<file path="src/rtl/mdu_pkg.sv">
// Shared types for the iterative multiply/divide unit.
// Op encodings, controller states and the iteration count.
package mdu_pkg;

  localparam int ITER = 32;

  typedef enum logic [1:0] {
    OP_MULT  = 2'b00,
    OP_MULTU = 2'b01,
    OP_DIV   = 2'b10,
    OP_DIVU  = 2'b11
  } op_e;

  typedef enum logic [1:0] {
    IDLE,
    CALC,
    FIX
  } state_e;

endpackage

</file>
<file path="src/rtl/mdu_negate.sv">
// Conditional two's-complement of a W-bit value.
// Used for operand magnitudes and for result sign fix-up.
module mdu_negate #(
  parameter int W = 32
) (
  input  logic         en,
  input  logic [W-1:0] x,
  output logic [W-1:0] y
);

  assign y = en ? (-x) : x;

endmodule

</file>
<file path="src/rtl/mult_div_unit.sv">
// Iterative shift-add multiplier / restoring divider with HI/LO.
// One iteration per cycle, fixed 33-cycle latency for all ops.
module mult_div_unit
  import mdu_pkg::*;
#(
  parameter int WIDTH = 32,
  parameter int ITER  = mdu_pkg::ITER
) (
  input  logic             clk,
  input  logic             reset,
  input  logic             start,
  input  logic [1:0]       op,
  input  logic [WIDTH-1:0] a,
  input  logic [WIDTH-1:0] b,
  input  logic             mthi,
  input  logic             mtlo,
  output logic [WIDTH-1:0] hi,
  output logic [WIDTH-1:0] lo,
  output logic             busy,
  output logic             done
);

  state_e state, state_n;

  logic [5:0]       cnt;
  logic [WIDTH-1:0] acc;
  logic [WIDTH-1:0] wlo;
  logic [WIDTH-1:0] mcand;
  logic [WIDTH-1:0] a_orig;
  logic [WIDTH-1:0] hi_q;
  logic [WIDTH-1:0] lo_q;
  logic             is_div;
  logic             neg_res;
  logic             neg_rem;
  logic             b_zero;
  logic             done_q;

  op_e              op_in;
  logic             sgn_op;
  logic             sa;
  logic             sb;
  logic             last;
  logic [WIDTH-1:0] a_mag;
  logic [WIDTH-1:0] b_mag;

  assign op_in  = op_e'(op);
  assign sgn_op = (op_in == OP_MULT) ||
                  (op_in == OP_DIV);
  assign sa     = sgn_op & a[WIDTH-1];
  assign sb     = sgn_op & b[WIDTH-1];
  assign last   = (cnt == 6'(ITER - 1));

  mdu_negate #(.W(WIDTH)) u_neg_a (
    .en (sa),
    .x  (a),
    .y  (a_mag)
  );

  mdu_negate #(.W(WIDTH)) u_neg_b (
    .en (sb),
    .x  (b),
    .y  (b_mag)
  );

  // Multiply step: acc holds the upper half, wlo the multiplier.
  logic [WIDTH-1:0] addend;
  logic [WIDTH:0]   mul_sum;

  assign addend  = wlo[0] ? mcand : '0;
  assign mul_sum = {1'b0, acc} + {1'b0, addend};

  // Divide step: acc holds the remainder, wlo the quotient.
  logic [WIDTH:0]   div_sh;
  logic [WIDTH:0]   div_diff;
  logic             div_ok;
  logic [WIDTH-1:0] rem_n;
  logic [WIDTH-1:0] quo_n;

  assign div_sh   = {acc, wlo[WIDTH-1]};
  assign div_diff = div_sh - {1'b0, mcand};
  assign div_ok   = ~div_diff[WIDTH];
  assign rem_n    = div_ok ? div_diff[WIDTH-1:0]
                           : div_sh[WIDTH-1:0];
  assign quo_n    = {wlo[WIDTH-2:0], div_ok};

  logic [2*WIDTH-1:0] prod_fix;
  logic [WIDTH-1:0]   quo_fix;
  logic [WIDTH-1:0]   rem_fix;

  mdu_negate #(.W(2*WIDTH)) u_neg_p (
    .en (neg_res),
    .x  ({acc, wlo}),
    .y  (prod_fix)
  );

  mdu_negate #(.W(WIDTH)) u_neg_q (
    .en (neg_res),
    .x  (wlo),
    .y  (quo_fix)
  );

  mdu_negate #(.W(WIDTH)) u_neg_r (
    .en (neg_rem),
    .x  (acc),
    .y  (rem_fix)
  );

  always_comb begin
    state_n = state;
    unique case (state)
      IDLE:    if (start) state_n = CALC;
      CALC:    if (last)  state_n = FIX;
      FIX:     state_n = IDLE;
      default: state_n = IDLE;
    endcase
  end

  always_ff @(posedge clk or negedge reset) begin
    if (!reset) begin
      state   <= IDLE;
      cnt     <= '0;
      acc     <= '0;
      wlo     <= '0;
      mcand   <= '0;
      a_orig  <= '0;
      hi_q    <= '0;
      lo_q    <= '0;
      is_div  <= 1'b0;
      neg_res <= 1'b0;
      neg_rem <= 1'b0;
      b_zero  <= 1'b0;
      done_q  <= 1'b0;
    end else begin
      state  <= state_n;
      done_q <= (state == FIX);
      unique case (state)
        IDLE: begin
          if (mthi) hi_q <= a;
          if (mtlo) lo_q <= a;
          if (start) begin
            cnt     <= '0;
            acc     <= '0;
            wlo     <= a_mag;
            mcand   <= b_mag;
            a_orig  <= a;
            is_div  <= op[1];
            neg_res <= sa ^ sb;
            neg_rem <= sa;
            b_zero  <= (b == '0);
          end
        end
        CALC: begin
          cnt <= cnt + 6'd1;
          if (is_div) begin
            acc <= rem_n;
            wlo <= quo_n;
          end else begin
            acc <= mul_sum[WIDTH:1];
            wlo <= {mul_sum[0], wlo[WIDTH-1:1]};
          end
        end
        FIX: begin
          // Divide by zero reports all-ones quotient, dividend as remainder.
          unique case (1'b1)
            is_div && b_zero: begin
              lo_q <= '1;
              hi_q <= a_orig;
            end
            is_div && !b_zero: begin
              lo_q <= quo_fix;
              hi_q <= rem_fix;
            end
            !is_div: begin
              {hi_q, lo_q} <= prod_fix;
            end
          endcase
        end
        default: ;
      endcase
    end
  end

  assign hi   = hi_q;
  assign lo   = lo_q;
  assign busy = (state != IDLE);
  assign done = done_q;

endmodule

</file>
<file path="config.mk">
export PLATFORM = sky130hd
export DESIGN_NAME = mult_div_unit
export DESIGN_NICKNAME = d
export VERILOG_FILES = /design/src/rtl/mdu_pkg.sv /design/src/rtl/mdu_negate.sv /design/src/rtl/mult_div_unit.sv
export SDC_FILE = /design/constraint.sdc
export NUM_CORES = 1
export LEC_CHECK = 0
export ABC_AREA = 1
export CAP_MARGIN = 5
export CORE_ASPECT_RATIO = 1.4
export CORE_MARGIN = 2
export CORE_UTILIZATION = 55
export DETAILED_ROUTE_END_ITERATION = 8
export PLACE_DENSITY = 0.78
export SYNTH_ARGS = -nofsm -noshare
export SYNTH_HDL_FRONTEND = slang
export SYNTH_SLANG_ARGS = --single-unit
</file>
<file path="constraint.sdc">
create_clock -name clk -period 2.3 [get_ports clk]
set_input_delay 0.46 -clock clk [delete_from_list [all_inputs] [get_ports clk]]
set_output_delay 0.46 -clock clk [all_outputs]
set_load 0.005 [all_outputs]
</file>
==> impl_metrics.py, run 1 <==
metrics = {
    "floorplanning": {
        "die_w_um": 164.5,
        "placement_rows": 82,
        "pin_count": 137,
        "die_h_um": 228.7,
        "initial_core_utilization_pct": 55.55,
    },
    "global_routing": {
        "global_route.usage.total_pct": 55.18,
        "grt_first_pass_wirelength_um": 157700,
        "largest_net_degree_at_the_start_of_global_routing": 82,
        "globalRouteOverflowTotal": 4,
        "first_global_vias": 28031,
    },
    "logic_synthesis": {
        "synth.area.top_cells": "dfrtp_1 26%, nand2_1 21%, nor2_1 8.9%",
        "synth-seq-area-share_pct": 25.86,
        "synth_top_cell_by_area": "dfrtp_1",
        "post_synthesis_sequential_element_count": 205,
        "ys_dominant_reg_cell": "dfrtp_1",
        "syn_area_per_cell_um2": 5.722,
        "synth_cells": 3466,
        "syn_nets": 3608,
        "synth.top_cells.by_count": "1117 x nand2_1, 472 x nor2_1, 457 x inv_1",
        "synth.most_common_cell": "nand2_1",
        "share_of_flip_flops_with_an_asynchronous_set_or_reset_pct": 100.0,
        "synth-edff-count": 0,
        "synth_top_area_share_pct": 25.86,
        "synthesis.area_mm2": 0.01983,
        "synth_cell_types": 50,
        "yosysWarningCount": 0,
    },
    "clock_network": {
        "cts_inserted_buffers": 24,
        "clock_sink_count": 205,
        "cts_htree_levels": 1,
        "clockBufferDepth": 3,
        "clockRootBuffer": "clkbuf_16",
    },
    "run_status": {
        "outcome": "did not finish",
        "error_msg": "[ERROR GRT-0116] Global routing finished with congestion. Check the congestion regions in the DRC Viewer.",
        "stage_reached": "5_1_grt",
    },
    "place": {
        "number_of_i_o_port_buffers": 136,
        "gp_congestion": 1.129,
        "dp_worst_setup_slack_ns": -0.4668,
        "placement.cell_area_mm2": 0.02501,
        "detailedPlacementHpwl_um": 73280,
    },
}
## cell families after synthesis
group	Yosys count	synth area share [%]
AOI/OAI and AO/OA	525	14.03
xor gates and xnor gates	48	2.120
adders and majority gates	71	4.555
buffers and inverters	588	11.33
DFF	205	25.86
and+or+nand+nor	2029	42.10
## metal layers
layer	overflow	GRT usage [%]
met3	0	21.05
met1	0	54.35
met5	0	0.4011
met2	3	84.19
met4	1	59.10
## repair_timing
action | in CTS
gates cloned | 2
setup endpoints to repair | 74
setup buffers | 32
gates resized for setup | 251
hold buffers | 1
hold endpoints to repair | 57
pin swaps | 30
## stage by stage
step	cells	utilization, %
4_1_cts	4479	76.28
3_5_place_dp	4400	70.06
3_3_place_gp	4400	70.06
2_1_floorplan	3466	-
==> inputs of run 2 (changes only) <==
--- a/config.mk
+++ b/config.mk
@@ -7,11 +7,10 @@
 export LEC_CHECK = 0
 export ABC_AREA = 1
 export CAP_MARGIN = 5
-export CORE_ASPECT_RATIO = 1.4
 export CORE_MARGIN = 2
-export CORE_UTILIZATION = 55
+export CORE_UTILIZATION = 40
 export DETAILED_ROUTE_END_ITERATION = 8
-export PLACE_DENSITY = 0.78
+export PLACE_DENSITY_LB_ADDON = 0.15
 export SYNTH_ARGS = -nofsm -noshare
 export SYNTH_HDL_FRONTEND = slang
 export SYNTH_SLANG_ARGS = --single-unit
==> constraint.sdc (replaced) <==
create_clock -name clk -period 3 [get_ports clk]
set_input_delay 0.6 -clock clk [delete_from_list [all_inputs] [get_ports clk]]
set_output_delay 0.6 -clock clk [all_outputs]
set_load 0.005 [all_outputs]
==> run 2 against run 1 <==
  * The flow now finishes without violations
  * Synthesized cell count stayed put
  * Synthesized area is the same
==> impl_metrics.py, run 2 <==
metrics = {
    "floorplanning": {
        "die_w_um": 226.7,
        "pin_count": 137,
        "placement_rows": 81,
        "floorplan.core_area_mm2": 0.04895,
        "die_h_um": 226.7,
        "floorplan.die_area_mm2": 0.05138,
        "initial_core_utilization_pct": 40.52,
    },
    "place": {
        "detailedPlacementHpwl_um": 67650,
        "gp_congestion": 1.033,
        "placement.cell_area_mm2": 0.02247,
        "number_of_i_o_port_buffers": 136,
    },
    "routing": {
        "remaining_drc_errors": 0,
        "drtIter0Drc": 2539,
        "detail_route.wl_per_cell_um": 19.64,
        "firstDrtPassIters": 6,
        "route.vias.total": 23091,
        "totalWireLength_um": 84430,
        "avgViaCountPerCell": 5.372,
        "antenna_left": 0,
    },
    "run_status": {
        "outcome": "finished clean",
    },
    "clock_network": {
        "cts_inserted_buffers": 26,
        "postcts_setup_bufs": 0,
        "clockRootBuffer": "clkbuf_16",
        "cts_htree_levels": 1,
        "clock_latency_ns": 0.58,
        "cts_tree": "yes",
        "clockBufferDepth": 3,
        "clk_pin_slew_worst_paths_ns": 0.06,
        "clock_sink_count": 205,
    },
    "sta": {
        "relSlewSlack_pct": 47.38,
        "report.final.slew_viol_count": 0,
        "setup_repair_after_global_routing_missed_its_margin": "no",
        "fin_skew_ns": 0.03622,
        "max_clock_freq_mhz": 351.7,
        "final_period_minus_worst_setup_slack_ns": 2.843,
        "timing_worst_slew_pin_value_ns": 0.7810,
        "setup_viol": 0,
        "hold_viol_final": 0,
        "final_min_period_over_clock_period_pct": 94.77,
        "tns_ns": 0,
    },
    "cells_and_area": {
        "fin_nets": 3756,
        "most_common_cell_after_layout_fill_and_taps_aside": "nand2_1",
        "final_layout_size_suffix_gt1_share_pct": 5.889,
        "antenna_cells_inserted": 0,
        "finalInstanceArea_mm2": 0.02336,
        "mostFrequentLayoutCells": "1116 x nand2_1, 468 x nor2_1, 457 x inv_1, 292 x nand3_1, 240 x o21ai_0",
        "flow.area_growth_from_synthesis_pct": 17.78,
    },
    "critical_path": {
        "startpoint_type": "flop",
        "cp-startpoint": "mcand[17]",
        "cp_num_buf_inv": 1,
        "capture_instance_of_the_worst_register_to_register_path": "acc[30]",
        "cp_num_cells": 16,
        "worstSetupEndpoint": "acc[30]",
        "worstPathCellList": "inv_1 -> ha_1 -> nand2_1 -> nand2_1 -> nand2_1 -> nand2_1 -> nand2_1 -> nand2_1 -> a21oi_2 -> nand2_2 -> nand2_1 -> nand3_2 -> nand2_1 -> nand2_1 -> nand2_1 -> nand2_1",
        "worst_r2r_path_depth": 16,
        "path_class": "flop to flop",
        "timing.critical_path.arrival_ns": 3.28,
        "critPathRequiredTime_ns": 3.44,
        "cp_top_family": "simple AND/OR/NAND/NOR gates",
        "worst_path_most_repeated_cell": "nand2_1",
        "crit_path_max_incr_delay_ns": 0.47,
        "critical-path-slowest-cell": "dfrtp_1",
        "crit_path_max_fanout": 8,
        "r2r-start": "mcand[17]",
        "setup.reg_to_reg.worst_slack_ns": 0.16,
        "timing.critical_path.to_type": "flop",
    },
    "hold_path": {
        "timing.hold.worst.class": "flop to flop",
    },
    "logic_synthesis": {
        "ys_dominant_reg_cell": "dfrtp_1",
        "synth_cell_types": 50,
        "post_synthesis_sequential_element_count": 205,
        "synthesis.area_mm2": 0.01983,
        "yosysWarningCount": 0,
        "synth.area.top_cells": "dfrtp_1 26%, nand2_1 21%, nor2_1 8.9%",
        "synth_top_area_share_pct": 25.86,
        "synth.most_common_cell": "nand2_1",
        "syn_area_per_cell_um2": 5.722,
        "synth-edff-count": 0,
        "synth_top_cell_by_area": "dfrtp_1",
        "synth-seq-area-share_pct": 25.86,
        "synth_cells": 3466,
        "syn_nets": 3608,
        "share_of_flip_flops_with_an_asynchronous_set_or_reset_pct": 100.0,
        "synth.top_cells.by_count": "1117 x nand2_1, 472 x nor2_1, 457 x inv_1",
    },
    "global_routing": {
        "largest_net_degree_at_the_start_of_global_routing": 99,
        "first_global_vias": 20850,
        "globalRouteOverflowTotal": 0,
        "grt_first_pass_wirelength_um": 126600,
        "grt_antenna_before_repair": 0,
        "global_route.usage.total_pct": 32.58,
    },
    "pwr": {
        "power-per-cell-area_mw_per_mm2": 1320,
        "max-vdd-ir-drop_v": 0.0007723,
        "power.leakage_uw": 0.01194,
        "totalPowerFinal_uw": 30840,
    },
    "run": {
        "max-cap-violations": 0,
    },
}
==> run 2: cell counts after synthesis <==
Identical to the previous run, type by type.
==> run 2: layer usage <==
layer	up-vias	share of wire (%)	routed length, um	GRT usage, %
li1	11324	-	-	-
met5	-	0	0	0
met4	0	2.9	2422	9.253
met2	1104	39	33210	44.88
met1	10546	47	39920	50.47
met3	117	11	8882	6.427
==> run 2: through the flow <==
step                utilization (%)  hold slack [ns]  instances  setup WS [ns]
detailed placement            45.91           0.4745       4249         0.1254
global placement              45.91           0.4674       4249         0.1442
CTS                           47.70           0.4893       4298         0.2108
floorplan                         -           0.3044       3466         0.4686
global route                  47.72           0.5101       4298       0.007505
finish                        47.72           0.4863       4298         0.1569
==> run 2: repair_timing <==
action	in CTS	in global routing
gates resized for setup	0	3
hold buffers	1	0
hold endpoints to repair	13	0
setup endpoints to repair	0	5
==> run 2: worst min-delay path by stage <==
stage | slack, ns | endpoint | startpoint | depth (start not counted)
floorplan | 0.30 | a_orig[0] | reset | 0
global placement | 0.47 | lo[5] | lo[5] | 2
detailed placement | 0.47 | lo[11] | lo[11] | 2
CTS | 0.49 | lo[11] | lo[11] | 2
global route | 0.51 | lo[26] | lo[26] | 2
finish | 0.49 | lo[11] | lo[11] | 2
==> run 2: kinds of logic (layout without fill, tap and decap cells) <==
kind of cell / after synthesis / in the layout / share of synthesized area [%]
AOI/OAI and AO/OA: 525 / 525 / 14.03
xor gates and xnor gates: 48 / 48 / 2.120
adders and majority gates: 71 / 71 / 4.555
buffers and inverters: 588 / 756 / 11.33
DFF: 205 / 205 / 25.86
and+or+nand+nor: 2029 / 2029 / 42.10
==> run 2: cell type report <==
type | count | area, um^2
fillers | 5276 | 25590
multi-input cells | 2673 | 12510
flip-flops and latches | 205 | 5132
repair buffers | 236 | 2252
inverters | 472 | 1772
well taps | 664 | 830.8
clock buffers | 37 | 742.0
clock inverters | 11 | 122.6
==> run 2: power by group <==
| group | internal, uW | leakage, uW | total, uW | switching, uW |
|---|---|---|---|---|
| combinational | 7440 | 0.00909 | 21800 | 14300 |
| clock | 1890 | 0.000426 | 3240 | 1350 |
| sequential | 4160 | 0.00242 | 5840 | 1670 |
| total | 13500 | 0.0119 | 30800 | 17300 |
==> run 2: tightest hold or removal path, cell delays in order, from the launching register on <==
cell	delay, ns
dfrtp_1	0.34
nand2_1	0.05
o21ai_0	0.06
Power figures use the tool's default switching activity.
==> inputs of run 3 (changes only) <==
--- a/config.mk
+++ b/config.mk
@@ -7,6 +7,7 @@
 export LEC_CHECK = 0
 export ABC_AREA = 1
 export CAP_MARGIN = 5
+export CORE_ASPECT_RATIO = 1.5
 export CORE_MARGIN = 2
 export CORE_UTILIZATION = 40
 export DETAILED_ROUTE_END_ITERATION = 8
==> run 3 against run 2 <==
  * Critical path depth up 3
  * Clock skew is 0.0020 ns higher
  * Global-route usage up 3.9 points
  * Count of clock-buffer cells in the layout down 9
  * Hold slack got worse by 0.0079 ns
  * First-iteration DRC count is 32% lower
  * Non-clock buffer count increased by 24
  * Critical endpoint is now acc[31]
  * Highest routed layer unchanged
==> impl_metrics.py, run 3 (synthesized netlist as in run 2, its figures left out) <==
metrics = {
    "run_status": {
        "outcome": "finished clean",
    },
    "critical_path": {
        "timing.critical_path.to_type": "flop",
        "worst_r2r_path_depth": 19,
        "worst_path_most_repeated_cell": "nand2_1",
        "setup.reg_to_reg.worst_slack_ns": 0.14,
        "capture_instance_of_the_worst_register_to_register_path": "acc[31]",
        "worstPathCellList": "nand2_1 -> inv_1 -> ha_1 -> inv_1 -> fa_1 -> inv_1 -> nand3_1 -> nand3_1 -> nand2_1 -> nand2_1 -> nand3_1 -> nand3_1 -> buf_4 -> nand2_1 -> nand3_1 -> nand2_1 -> inv_1 -> nand2_1 -> nand2_1",
        "path_class": "flop to flop",
        "timing.critical_path.arrival_ns": 3.39,
        "crit_path_max_incr_delay_ns": 0.43,
        "critPathRequiredTime_ns": 3.53,
        "cp_num_cells": 19,
        "startpoint_type": "flop",
        "cp-startpoint": "wlo[0]",
        "critical-path-slowest-cell": "fa_1",
        "r2r-start": "wlo[0]",
        "crit_path_max_fanout": 4,
        "cp_num_buf_inv": 5,
        "cp_top_family": "simple AND/OR/NAND/NOR gates",
        "worstSetupEndpoint": "acc[31]",
    },
    "sta": {
        "max_clock_freq_mhz": 349.7,
        "setup_ws_ns": 0.1402,
        "hold_viol_final": 0,
        "setup_repair_after_global_routing_missed_its_margin": "no",
        "report.final.slew_viol_count": 0,
        "final_period_minus_worst_setup_slack_ns": 2.860,
        "timing_worst_slew_pin_value_ns": 0.9677,
        "tns_ns": 0,
        "setup_viol": 0,
        "fin_skew_ns": 0.03826,
        "final_min_period_over_clock_period_pct": 95.33,
        "relSlewSlack_pct": 35.49,
    },
    "cells_and_area": {
        "final_layout_size_suffix_gt1_share_pct": 6.705,
        "fin_nets": 3778,
        "final_cell_count_no_fill": 4317,
        "flow.area_growth_from_synthesis_pct": 18.60,
        "mostFrequentLayoutCells": "1116 x nand2_1, 468 x nor2_1, 456 x inv_1, 292 x nand3_1, 240 x o21ai_0",
        "antenna_cells_inserted": 0,
        "most_common_cell_after_layout_fill_and_taps_aside": "nand2_1",
    },
    "pwr": {
        "combinationalPowerShare_pct": 70.5,
        "int_pwr_uw": 13650,
        "p_switching_uw": 17870,
        "power.leakage_uw": 0.01202,
        "max-vdd-ir-drop_v": 0.0006690,
        "seq_power_share_pct": 19.0,
        "sw_frac_of_total_pct": 56.70,
        "power-per-cell-area_mw_per_mm2": 1340,
        "clock_network_fraction_of_total_power_pct": 10.5,
    },
    "routing": {
        "route.vias.total": 23224,
        "totalWireLength_um": 94120,
        "antenna_left": 0,
        "remaining_drc_errors": 0,
        "drtIter0Drc": 1729,
        "firstDrtPassIters": 8,
        "avgViaCountPerCell": 5.380,
        "detail_route.wl_per_cell_um": 21.80,
    },
    "floorplanning": {
        "die_h_um": 276.7,
        "floorplan.die_area_mm2": 0.05142,
        "initial_core_utilization_pct": 40.23,
        "floorplan.core_area_mm2": 0.04930,
        "die_w_um": 185.8,
        "placement_rows": 100,
        "pin_count": 137,
    },
    "place": {
        "numPlacedInstances": 4271,
        "number_of_i_o_port_buffers": 136,
        "gp_congestion": 1.020,
        "detailedPlacementHpwl_um": 75400,
        "dp_worst_setup_slack_ns": 0.09519,
    },
    "hold_path": {
        "timing.hold.worst.class": "flop to flop",
    },
    "global_routing": {
        "grt_antenna_before_repair": 0,
        "global_route.usage.total_pct": 36.50,
        "globalRouteOverflowTotal": 0,
        "largest_net_degree_at_the_start_of_global_routing": 99,
        "first_global_vias": 22746,
        "grt_first_pass_wirelength_um": 139200,
    },
    "clock_network": {
        "clockRootBuffer": "clkbuf_16",
        "clk_pin_slew_worst_paths_ns": 0.09,
        "clockBufferDepth": 3,
        "cts_tree": "yes",
        "clock_latency_ns": 0.59,
        "cts_inserted_buffers": 24,
        "cts_htree_levels": 1,
        "clock_sink_count": 205,
    },
    "run": {
        "max-cap-violations": 0,
    },
}
run 3: how the worst min path moves through the flow:
| stage | end | startpoint | depth (start not counted) |
|---|---|---|---|
| global route | lo[21] | lo[21] | 2 |
| floorplan | a_orig[0] | reset | 0 |
| global placement | lo[5] | lo[5] | 2 |
| finish | lo[21] | lo[21] | 2 |
| CTS | lo[5] | lo[5] | 2 |
| detailed placement | lo[5] | lo[5] | 2 |
run 3: area by class of cell:
class,count,area [um^2]
Clock inverter,16,215.2
Timing Repair Buffer,260,2412
Multi-Input combinational cell,2673,12500
Clock buffer,28,645.6
Sequential cell,205,5140
Tap cell,663,829.5
Inverter,472,1775
Fill cell,5637,25770
run 3: per-stage QoR:
step           area, um^2  hold slack, ns  total power [uW]  util, %
3_3_place_gp        22630          0.4644             27750    45.91
5_1_grt             23520          0.5050             34060    47.72
6_report            23520          0.4784             31510    47.72
2_1_floorplan       19830          0.3044             19220        -
4_1_cts             23500          0.4841             31180    47.68
3_5_place_dp        22630          0.4657             27780    45.91
run 3: repair_timing:
action,4_1_cts,5_1_grt
hold buffers,1,0
buffers inserted,0,1
hold endpoints to repair,41,0
endpoints found under the setup margin,0,14
resized for setup,0,7
run 3: power by group through the flow:
stage	sequential, uW	combinational (uW)	clock, uW
2_1_floorplan	5180	14000	0
3_3_place_gp	5970	21800	0
3_5_place_dp	5970	21800	0
4_1_cts	5940	21900	3340
5_1_grt	6060	24600	3430
6_report	5990	22200	3310
run 3: tightest hold or removal path, cell delays in order, from the launching register on:
cell,delay (ns)
dfrtp_1,0.34
nand2_1,0.05
o21ai_0,0.05
run 3: metal layers:
metal,part of all wire [%],wire [um],global-route usage [%]
met1,34,32400,37.27
met2,49,46140,63.06
met5,0,0,0
met3,4.9,4605,4.577
met4,12,10970,34.95
==> inputs of run 4 (changes only) <==
--- a/config.mk
+++ b/config.mk
@@ -11,6 +11,7 @@
 export CORE_MARGIN = 2
 export CORE_UTILIZATION = 40
 export DETAILED_ROUTE_END_ITERATION = 8
+export GPL_ROUTABILITY_DRIVEN = 0
 export PLACE_DENSITY_LB_ADDON = 0.15
 export SYNTH_ARGS = -nofsm -noshare
 export SYNTH_HDL_FRONTEND = slang
==> run 4 against run 3 <==
  * Via count increased by 0.29%
  * Sequential share of layout area increased by 0.14 points
  * Combinational power about the same
  * Critical path depth decreased by 2
  * First-iteration DRC count increased by 24%
  * Count of clock-buffer cells in the layout increased by 3
  * Clock power decreased by 7.3%
  * Total power decreased by 1.9%
  * Setup slack improved by 0.040 ns
  * Sequential power decreased by 2%
  * Clock skew decreased by 0.010 ns
  * Wire length decreased by 4.5%
  * Critical path type unchanged
==> impl_metrics.py, run 4 (synthesized netlist as in run 2, its figures left out) <==
metrics = {
    "sta": {
        "report.final.slew_viol_count": 0,
        "final_period_minus_worst_setup_slack_ns": 2.820,
        "timing_worst_slew_pin_value_ns": 1.012,
        "max_clock_freq_mhz": 354.6,
        "fin_skew_ns": 0.02824,
        "setup_viol": 0,
        "tns_ns": 0,
        "relSlewSlack_pct": 32.52,
        "setup_repair_after_global_routing_missed_its_margin": "no",
        "hold_viol_final": 0,
        "final_min_period_over_clock_period_pct": 94.00,
    },
    "clock_network": {
        "cts_tree": "yes",
        "cts_htree_levels": 1,
        "cts_inserted_buffers": 24,
        "clock_sink_count": 205,
        "clk_pin_slew_worst_paths_ns": 0.07,
        "clockBufferDepth": 3,
        "clockRootBuffer": "clkbuf_16",
        "clock_latency_ns": 0.57,
    },
    "cells_and_area": {
        "n_fill_cell": 5481,
        "final_layout_size_suffix_gt1_share_pct": 6.081,
        "layout.core_utilization_pct": 47.37,
        "mostFrequentLayoutCells": "1116 x nand2_1, 467 x nor2_1, 456 x inv_1, 291 x nand3_1, 239 x o21ai_0",
        "most_common_cell_after_layout_fill_and_taps_aside": "nand2_1",
        "flow.area_growth_from_synthesis_pct": 17.74,
        "final_cell_count_no_fill": 4298,
        "fin_nets": 3759,
    },
    "routing": {
        "firstDrtPassIters": 8,
        "avgViaCountPerCell": 5.419,
        "detail_route.wl_per_cell_um": 20.90,
        "route.vias.total": 23291,
        "antenna_left": 0,
        "remaining_drc_errors": 0,
        "drtIter0Drc": 2137,
        "totalWireLength_um": 89850,
    },
    "floorplanning": {
        "floorplan.core_area_mm2": 0.04930,
        "floorplan.die_area_mm2": 0.05142,
        "die_w_um": 185.8,
        "pin_count": 137,
        "initial_core_utilization_pct": 40.23,
        "die_h_um": 276.7,
        "placement_rows": 100,
    },
    "critical_path": {
        "crit_path_max_fanout": 7,
        "crit_path_max_incr_delay_ns": 0.68,
        "timing.critical_path.to_type": "flop",
        "worstPathCellList": "inv_1 -> fa_1 -> inv_1 -> nand3_1 -> nand3_1 -> buf_4 -> nand2_1 -> nand2_1 -> nand3_1 -> nand3_1 -> buf_4 -> nand2_1 -> nand3_1 -> nand2_1 -> inv_1 -> nand2_1 -> nand2_1",
        "cp_num_buf_inv": 5,
        "worst_path_most_repeated_cell": "nand2_1",
        "path_class": "flop to flop",
        "worst_r2r_path_depth": 17,
        "timing.critical_path.arrival_ns": 3.32,
        "r2r-start": "acc[1]",
        "startpoint_type": "flop",
        "critical-path-slowest-cell": "dfrtp_1",
        "cp_num_cells": 17,
        "critPathRequiredTime_ns": 3.50,
        "cp_top_family": "simple AND/OR/NAND/NOR gates",
        "cp-startpoint": "acc[1]",
    },
    "hold_path": {
        "timing.hold.worst.class": "flop to flop",
        "whs_path_depth": 2,
        "min_from": "lo[27]",
    },
    "global_routing": {
        "globalRouteOverflowTotal": 0,
        "grt_antenna_before_repair": 3,
        "largest_net_degree_at_the_start_of_global_routing": 94,
        "global_route.usage.total_pct": 35.06,
        "grt_first_pass_wirelength_um": 135100,
        "first_global_vias": 22786,
    },
    "pwr": {
        "max-vdd-ir-drop_v": 0.0007831,
        "power.leakage_uw": 0.01190,
        "totalPowerFinal_uw": 30920,
        "power-per-cell-area_mw_per_mm2": 1324,
    },
    "place": {
        "number_of_i_o_port_buffers": 136,
        "detailedPlacementHpwl_um": 69690,
        "numPlacedInstances": 4251,
    },
    "run_status": {
        "outcome": "finished clean",
    },
    "run": {
        "max-cap-violations": 0,
    },
}
-- run 4: cell count changes in the layout (fill, tap and decap cells not counted), moves of 4 or more --
cell	previous run	this run
buf_4	114	93
clkbuf_1	1	5
dfrtp_1	197	201
dfrtp_2	8	4
-- run 4: through the flow --
stage               setup WS [ns]  instance area [um^2]  hold slack (ns)
global placement           0.1061                 22500           0.4646
detailed placement        0.08588                 22500           0.4726
global route             0.004936                 23350           0.5142
finish                     0.1799                 23350           0.4824
floorplan                  0.4686                 19830           0.3044
CTS                       0.07284                 23290           0.4883
-- run 4: layout make-up --
type	instances	area [um^2]	area share [%]
clock inverter	12	136.4	0.5840
sequential	205	5135	21.99
clock buffer	31	646.9	2.770
multi-input combinational	2673	12530	53.66
tap	663	829.5	3.552
antenna	1	2.502	0.01072
timing repair buffer	241	2295	9.826
inverter	472	1775	7.603
-- run 4: worst register-to-register path, stage by stage, from the launching register on --
cell and delay, ns:
dfrtp_1 0.68, inv_1 0.23, fa_1 0.51, inv_1 0.11, nand3_1 0.07, nand3_1 0.13, buf_4 0.15, nand2_1 0.04
nand2_1 0.11, nand3_1 0.12, nand3_1 0.13, buf_4 0.13, nand2_1 0.05, nand3_1 0.06, nand2_1 0.06, inv_1 0.06
nand2_1 0.05, nand2_1 0.05
-- run 4: path summary, 6_finish.rpt --
| kind | to | slack (ns) |
|---|---|---|
| worst max-delay path | acc[31] | 0.18 |
| worst min-delay path | lo[27] | 0.48 |
| worst max register to register | acc[31] | 0.18 |
| worst min register to register | lo[27] | 0.48 |
| max in group asynchronous | acc[31] | 1.64 |
| min in group asynchronous | hi[18] | 0.60 |
-- run 4: layer usage --
layer	up-vias	track usage (%)	share of wire (%)
met1	10637	36.85	34
met5	-	0	0.014
li1	11301	-	-
met3	422	6.194	6.8
met4	2	34.12	12
met2	929	57.77	47
-- run 4: what timing repair did --
item	4_1_cts	5_1_grt
endpoints found under the setup margin	0	27
gates resized for setup	0	10
setup buffers	0	2
hold endpoints to repair	1	0
hold buffers	1	0
-- run 4: report_power, final --
group          switching, uW  internal [uW]
combinational          14600           7430
clock                   1360           1710
sequential              1710           4160
